**src/rtl/sar_adc_pkg.sv**
```systemverilog
// Shared types and defaults for the SAR ADC capture controller.
package sar_adc_pkg;

    typedef enum logic [2:0] {
        IDLE,
        SAMPLE,
        SETTLE,
        DECIDE,
        DONE
    } state_t;

    localparam int N_BITS_DEF        = 10;
    localparam int SAMPLE_CYCLES_DEF = 4;
    localparam int SETTLE_CYCLES_DEF = 2;
    localparam int SYNC_DEPTH        = 2;

endpackage

```
**src/rtl/sar_adc_ctrl_if.sv**
```systemverilog
// Controller-side bundle: start/busy, analog front-end strobes and the sample handshake.
interface sar_adc_ctrl_if #(
    parameter int N_BITS = sar_adc_pkg::N_BITS_DEF
);
    logic              start;
    logic              busy;
    logic              sample_hold;
    logic [N_BITS-1:0] dac_code;
    logic              cmp;
    logic [N_BITS-1:0] out_data;
    logic              out_valid;
    logic              out_ready;

    modport master (
        output start, cmp, out_ready,
        input  busy, sample_hold, dac_code, out_data, out_valid
    );

    modport slave (
        input  start, cmp, out_ready,
        output busy, sample_hold, dac_code, out_data, out_valid
    );
endinterface

```
**src/rtl/sar_cmp_sync.sv**
```systemverilog
// Multi-flop synchronizer for the asynchronous comparator decision.
module sar_cmp_sync
    import sar_adc_pkg::*;
#(
    parameter int DEPTH = SYNC_DEPTH
) (
    input  logic clk,
    input  logic reset,
    input  logic d,
    output logic q
);
    logic [DEPTH-1:0] sync_pipe;

    always_ff @(posedge clk) begin
        if (!reset) sync_pipe <= '0;
        else        sync_pipe <= {sync_pipe[DEPTH-2:0], d};
    end

    assign q = sync_pipe[DEPTH-1];
endmodule

```
**src/rtl/sar_adc_ctrl.sv**
```systemverilog
// Successive-approximation controller: sample, then resolve one bit per trial, MSB first.
// Optional build macro SAR_CMP_SYNC_EN adds a comparator synchronizer and lengthens each settle.
module sar_adc_ctrl
    import sar_adc_pkg::*;
#(
    parameter int N_BITS        = N_BITS_DEF,
    parameter int SAMPLE_CYCLES = SAMPLE_CYCLES_DEF,
    parameter int SETTLE_CYCLES = SETTLE_CYCLES_DEF
) (
    input  logic          clk,
    input  logic          reset,
    sar_adc_ctrl_if.slave bus
);
    logic cmp_use;

`ifdef SAR_CMP_SYNC_EN
    // Settle is stretched by the synchronizer depth so DECIDE sees the current trial.
    localparam int SETTLE_LEN = SETTLE_CYCLES + SYNC_DEPTH;
    sar_cmp_sync #(.DEPTH(SYNC_DEPTH)) u_cmp_sync (
        .clk   (clk),
        .reset (reset),
        .d     (bus.cmp),
        .q     (cmp_use)
    );
`else
    localparam int SETTLE_LEN = SETTLE_CYCLES;
    assign cmp_use = bus.cmp;
`endif

    localparam int IDX_W   = $clog2(N_BITS);
    localparam int CNT_MAX = (SAMPLE_CYCLES > SETTLE_LEN) ? SAMPLE_CYCLES : SETTLE_LEN;
    localparam int CNT_W   = $clog2(CNT_MAX + 1);
    localparam logic [CNT_W-1:0] SAMPLE_LAST = CNT_W'(SAMPLE_CYCLES - 1);
    localparam logic [CNT_W-1:0] SETTLE_LAST = CNT_W'((SETTLE_LEN > 0) ? SETTLE_LEN - 1 : 0);

    state_t            state, state_n;
    logic [CNT_W-1:0]  cnt, cnt_n;
    logic [IDX_W-1:0]  idx, idx_n;
    logic [N_BITS-1:0] result, result_n;
    logic [N_BITS-1:0] dac_q, dac_n;
    logic [N_BITS-1:0] data_q, data_n;
    logic              sh_q, sh_n;
    logic              valid_q, valid_n;
    logic              busy_q, busy_n;
    logic [N_BITS-1:0] bit_mask, res_dec;

    always_ff @(posedge clk) begin
        if (!reset) begin
            state   <= IDLE;
            cnt     <= '0;
            idx     <= '0;
            result  <= '0;
            dac_q   <= '0;
            data_q  <= '0;
            sh_q    <= 1'b0;
            valid_q <= 1'b0;
            busy_q  <= 1'b0;
        end else begin
            state   <= state_n;
            cnt     <= cnt_n;
            idx     <= idx_n;
            result  <= result_n;
            dac_q   <= dac_n;
            data_q  <= data_n;
            sh_q    <= sh_n;
            valid_q <= valid_n;
            busy_q  <= busy_n;
        end
    end

    always_comb begin
        state_n  = state;
        cnt_n    = cnt;
        idx_n    = idx;
        result_n = result;
        dac_n    = dac_q;
        data_n   = data_q;
        sh_n     = sh_q;
        valid_n  = valid_q;
        bit_mask = N_BITS'(1) << idx;
        res_dec  = cmp_use ? (result | bit_mask) : (result & ~bit_mask);

        unique case (state)
            IDLE: begin
                if (bus.start) begin
                    state_n  = SAMPLE;
                    sh_n     = 1'b1;
                    dac_n    = '0;
                    result_n = '0;
                    idx_n    = IDX_W'(N_BITS - 1);
                    cnt_n    = '0;
                end
            end
            SAMPLE: begin
                if (cnt == SAMPLE_LAST) begin
                    sh_n  = 1'b0;
                    dac_n = result | bit_mask;
                    cnt_n = '0;
                    if (SETTLE_LEN > 0) state_n = SETTLE;
                    else                state_n = DECIDE;
                end else begin
                    cnt_n = cnt + 1'b1;
                end
            end
            SETTLE: begin
                if (cnt == SETTLE_LAST) begin
                    cnt_n   = '0;
                    state_n = DECIDE;
                end else begin
                    cnt_n = cnt + 1'b1;
                end
            end
            DECIDE: begin
                result_n = res_dec;
                if (idx != '0) begin
                    idx_n = idx - 1'b1;
                    dac_n = res_dec | (bit_mask >> 1);
                    if (SETTLE_LEN > 0) state_n = SETTLE;
                    else                state_n = DECIDE;
                end else begin
                    data_n  = res_dec;
                    valid_n = 1'b1;
                    dac_n   = '0;
                    state_n = DONE;
                end
            end
            DONE: begin
                // start is deliberately not looked at here, even on the handshake edge.
                if (valid_q && bus.out_ready) begin
                    valid_n = 1'b0;
                    state_n = IDLE;
                end
            end
            default: state_n = IDLE;
        endcase

        busy_n = (state_n != IDLE);
    end

    assign bus.busy        = busy_q;
    assign bus.sample_hold = sh_q;
    assign bus.dac_code    = dac_q;
    assign bus.out_data    = data_q;
    assign bus.out_valid   = valid_q;
endmodule

```
**src/flat_wrapper.sv**
```systemverilog
// flat-port wrapper written by rule: the top's interface ports become plain ports
module sar_adc_ctrl_flat import sar_adc_pkg::*;
#(
    parameter int N_BITS        = N_BITS_DEF,
    parameter int SAMPLE_CYCLES = SAMPLE_CYCLES_DEF,
    parameter int SETTLE_CYCLES = SETTLE_CYCLES_DEF
)
  (clk, reset, bus_start, bus_cmp, bus_out_ready, bus_busy, bus_sample_hold, bus_dac_code, bus_out_data, bus_out_valid);
  sar_adc_ctrl_if #(.N_BITS(N_BITS)) bus_i ();
  input  logic clk;
  input  logic reset;
  input wire logic [$bits(bus_i.start)-1:0] bus_start;
  input wire logic [$bits(bus_i.cmp)-1:0] bus_cmp;
  input wire logic [$bits(bus_i.out_ready)-1:0] bus_out_ready;
  output wire logic [$bits(bus_i.busy)-1:0] bus_busy;
  output wire logic [$bits(bus_i.sample_hold)-1:0] bus_sample_hold;
  output wire logic [$bits(bus_i.dac_code)-1:0] bus_dac_code;
  output wire logic [$bits(bus_i.out_data)-1:0] bus_out_data;
  output wire logic [$bits(bus_i.out_valid)-1:0] bus_out_valid;
  assign bus_i.start = bus_start;
  assign bus_i.cmp = bus_cmp;
  assign bus_i.out_ready = bus_out_ready;
  assign bus_busy = bus_i.busy;
  assign bus_sample_hold = bus_i.sample_hold;
  assign bus_dac_code = bus_i.dac_code;
  assign bus_out_data = bus_i.out_data;
  assign bus_out_valid = bus_i.out_valid;
  sar_adc_ctrl #(.N_BITS(N_BITS), .SAMPLE_CYCLES(SAMPLE_CYCLES), .SETTLE_CYCLES(SETTLE_CYCLES)) u_core (.clk(clk), .reset(reset), .bus(bus_i));
endmodule
```
**config.mk**
```make
export PLATFORM = sky130hd
export DESIGN_NAME = sar_adc_ctrl_flat
export DESIGN_NICKNAME = d
export VERILOG_FILES = /design/src/rtl/sar_adc_pkg.sv /design/src/rtl/sar_adc_ctrl_if.sv /design/src/rtl/sar_cmp_sync.sv /design/src/rtl/sar_adc_ctrl.sv /design/src/flat_wrapper.sv
export SDC_FILE = /design/constraint.sdc
export NUM_CORES = 1
export LEC_CHECK = 0
export CORE_MARGIN = 3
export CORE_UTILIZATION = 50
export DETAILED_ROUTE_END_ITERATION = 16
export PLACE_DENSITY = 0.73
export SLEW_MARGIN = 25
export SYNTH_ARGS = -nofsm -noshare
export SYNTH_HDL_FRONTEND = slang
export SYNTH_SLANG_ARGS = --single-unit
```
**constraint.sdc**
```tcl
create_clock -name clk -period 2.65 [get_ports clk]
set_input_delay 0.53 -clock clk [delete_from_list [all_inputs] [get_ports clk]]
set_output_delay 0.53 -clock clk [all_outputs]
set_load 0.02 [all_outputs]
```
==> flow_summary.yaml <==
outcome:
  run_status: "completed"
route:
  met3_wirelength_um: 278
  met2RoutedLength_um: 2330
  routed-via-count: 2095
  wl_per_cell_um: 14.6
  drt_iter0_markers: 170
  post-route-drc-count: 0
  topRoutingLayerUsed: "met4"
  antenna_left: 0
  vias_per_cell: 5.76
  drt-total-wl_um: 5330
  drt_pre_antenna_iters: 4
  wl_met1_um: 2650
sta:
  finalHoldViolations: 0
  clock-skew-final_ps: 6.13
  setup_violations: 0
  tns_ps: 0
  max_slew_margin_pct: 56.7
  rsz_0062_raised_after_global_routing: "no"
  post-route-period-util_pct: 79.8
  finalMaxSlewViolations: 0
  max_slew.worst_pin.slew_ps: 648
  fin_crit_ps: 2120
  clock.fmax_ghz: 0.473
logic_synthesis:
  synth_area_leaders: "dfxtp_1, a21oi_1, o21ai_0"
  synth_nets: 309
  synth_top_cell_area_share_pct: 36.3
  cell_taking_the_most_area_after_synthesis: "dfxtp_1"
  post_synth_num_cell_types: 44
  ys_seq_area_share_pct: 36.3
  synth_area_um2: 2370
  synth.ff_latch_count: 43
  syn-mean-instance-area_um2: 8.03
  ys_warn_count: 0
  synth_cells: 295
die:
  die_area_um2: 5600
  fp.coreArea_um2: 4470
  chipWidth_um: 74.8
  num_rows: 24
  chipHeight_um: 74.8
  initial_cell_density_of_the_core_pct: 52.9
  top_level_ports: 28
global_routing:
  grt_pass1_wl_um: 9030
  first_global_vias: 1855
  grtUsageTotal_pct: 21.0
  grt_overflow_total: 0
  pin_count_of_the_biggest_net_entering_global_routing: 32
  grt_antenna_before_repair: 0
worst_setup_path:
  worst-endpoint-arrival_ps: 2360
  critPathBufInv: 2
  path_max_fanout: 20
  crit_required_ps: 2900
  top_cell_family_by_delay_on_the_critical_path: "simple AND/OR/NAND/NOR gates"
  startpoint_type: "flip-flop"
  worst_setup_path_end_kind: "flip-flop"
  worstPathCellList: "inv_1, ha_1, or3b_1, nor2_4, buf_4, o211a_1, or3_1"
  crit_type: "reg -> reg"
  slowest_stage: "or3b_1"
  cpPeakStageDelay_ps: 450
clock_network:
  cts_tree: "yes"
  clock_root_cell: "clkbuf_8"
  post_cts_resized: 0
  postCtsSetupRepairBufs: 0
  tritoncts.num_buffers: 5
  clkSinkCount: 43
  max-clock-path-buffers: 2
  cts-htree-levels: 2
  cts_hold_repair.buffers: 0
  worstSkewPairLatency_ps: 300
  clkSlewWorstSetupHoldPaths_ps: 80
final_layout:
  fill_cells: 432
  layout-area-overhead-vs-synth_pct: 16.4
  insertedDiodeCount: 0
  drive_above_1_share_pct: 7.05
  final_net_count: 325
  layout.core_utilization_pct: 61.6
power:
  power.leakage_nw: 0.976
  power.density_nw_per_um2: 494
  clock_power_share_pct: 38.7
  pwr-share-seq_pct: 49.7
  switching_fraction_pct: 24.9
  pwr-share-comb_pct: 11.7
  power_report.internal_total_mw: 1.02
  irDropWorstVdd_mv: 0.386
  net-switching-power_mw: 0.339
flow_run:
  max_cap_violations: 0
placed_design:
  port-buffer-count: 27
  dp.final_hpwl_um: 3700
  gp_congestion: 0.865
worst_hold_path:
  timing.hold.worst.class: "reg -> reg"
## flip-flops by register name, summed over array words and instances, names as in the netlist
signal,cells
u_core.bus.busy,1
u_core.bus.dac_code,10
u_core.bus.out_data,10
u_core.bus.out_valid,1
u_core.bus.sample_hold,1
u_core.cnt,3
u_core.idx,4
u_core.result,10
u_core.state,3
## worst register-to-register path: stages, from the launching register on
cell     delay, ps
dfxtp_1        360
inv_1          110
ha_1           390
or3b_1         450
nor2_4         180
buf_4          260
o211a_1        210
or3_1          110
## power groups by stage
stage	clock (mW)	combinational (mW)	sequential, mW
after global placement	0	0.158	0.691
after CTS	0.535	0.160	0.676
after global routing	0.553	0.179	0.679
final	0.527	0.159	0.677
after detailed placement	0	0.158	0.691
after floorplan	0	0.131	0.680
## cell usage in the layout, fill, tap and decap left out, drive strengths merged, types with 4 or more instances in the layout
cell type and count:
mux2i 8, nor2 32, nand3b 4, nand2 21, nand3 10, inv 9, ha 9, nor3b 8
clkbuf 6, o21ai 23, a2bb2oi 4, or3 5, dfxtp 43, clkdlybuf4s50 27, o211ai 6, a21oi 37
nand2b 6, buf 7, a211oi 12
## metrics by stage
| stage | instances | worst slack [ps] | hold WS (ps) | power [mW] | instance area [µm²] |
|---|---|---|---|---|---|
| 2_1_floorplan | 295 | 958 | 454 | 0.811 | 2370 |
| 3_3_place_gp | 356 | 369 | 445 | 0.849 | 2640 |
| 3_5_place_dp | 356 | 349 | 452 | 0.850 | 2640 |
| 4_1_cts | 364 | 534 | 463 | 1.37 | 2760 |
| 5_1_grt | 364 | 366 | 494 | 1.41 | 2760 |
| 6_report | 364 | 534 | 473 | 1.36 | 2760 |
## final timing paths
| path | startpoint | endpoint | slack (ps) | depth (start not counted) |
|---|---|---|---|---|
| worst min-delay path | u_core.bus.dac_code[9] | u_core.bus.dac_code[9] | 470 | 2 |
| worst min register to register | u_core.bus.dac_code[9] | u_core.bus.dac_code[9] | 470 | 2 |
| worst max register to register | u_core.idx[0] | u_core.bus.busy | 530 | 7 |
| worst max-delay path | u_core.idx[0] | u_core.bus.busy | 530 | 7 |
## synth_stat cells
master / instances
a21o_1: 2
buf_2: 9
nand2_1: 21
mux2i_1: 8
nor2_1: 28
and2_1: 1
ha_1: 9
a31oi_1: 3
dfxtp_1: 43
a311oi_1: 1
nor2_2: 3
or3_1: 5
a2bb2oi_1: 4
o211a_1: 1
nor2b_1: 3
buf_1: 1
or3b_2: 1
nor3b_1: 7
or3b_1: 1
o21a_1: 2
nor4b_4: 1
clkbuf_1: 13
buf_6: 1
nor2_4: 1
nand3_1: 10
buf_4: 1
nor4_1: 1
a21boi_0: 2
o211ai_1: 6
o21ai_0: 23
a21oi_1: 37
a211oi_1: 12
nor3b_2: 1
nor3_1: 3
a32oi_1: 1
o2bb2ai_1: 1
nand2b_1: 6
o32a_1: 1
or4_1: 1
o221ai_1: 2
inv_1: 9
nand3b_1: 4
and3b_1: 3
o31a_1: 2
## metal layers
metal / GRT usage (%) / vias up
li1: - / 1088
met1: 30.9 / 954
met2: 30.8 / 47
met3: 4.67 / 6
met4: 6.32 / 0
met5: 0 / -
## cell type report
cell class / instances / area, µm² / area share [%]
Timing Repair Buffer: 34 / 323 / 11.7
Clock inverter: 2 / 35.0 / 1.27
Tap cell: 52 / 65.1 / 2.36
Multi-Input combinational cell: 218 / 1360 / 49.2
Sequential cell: 43 / 861 / 31.2
Clock buffer: 6 / 82.6 / 2.99
Inverter: 9 / 33.8 / 1.23
## cells by family (layout without fill, tap and decap cells)
logic type	count (synthesis)	after routing	synth area share (%)
flip-flops	43	43	36.3
multiplexers	8	8	3.38
buffers and inverters	34	51	6.34
AO/OA/AOI/OAI	100	100	26.0
adder cells (fa/ha/maj)	9	9	4.75
AND/OR/NAND/NOR	101	101	23.2
No activity file was read; power rests on OpenSTA's default activity.
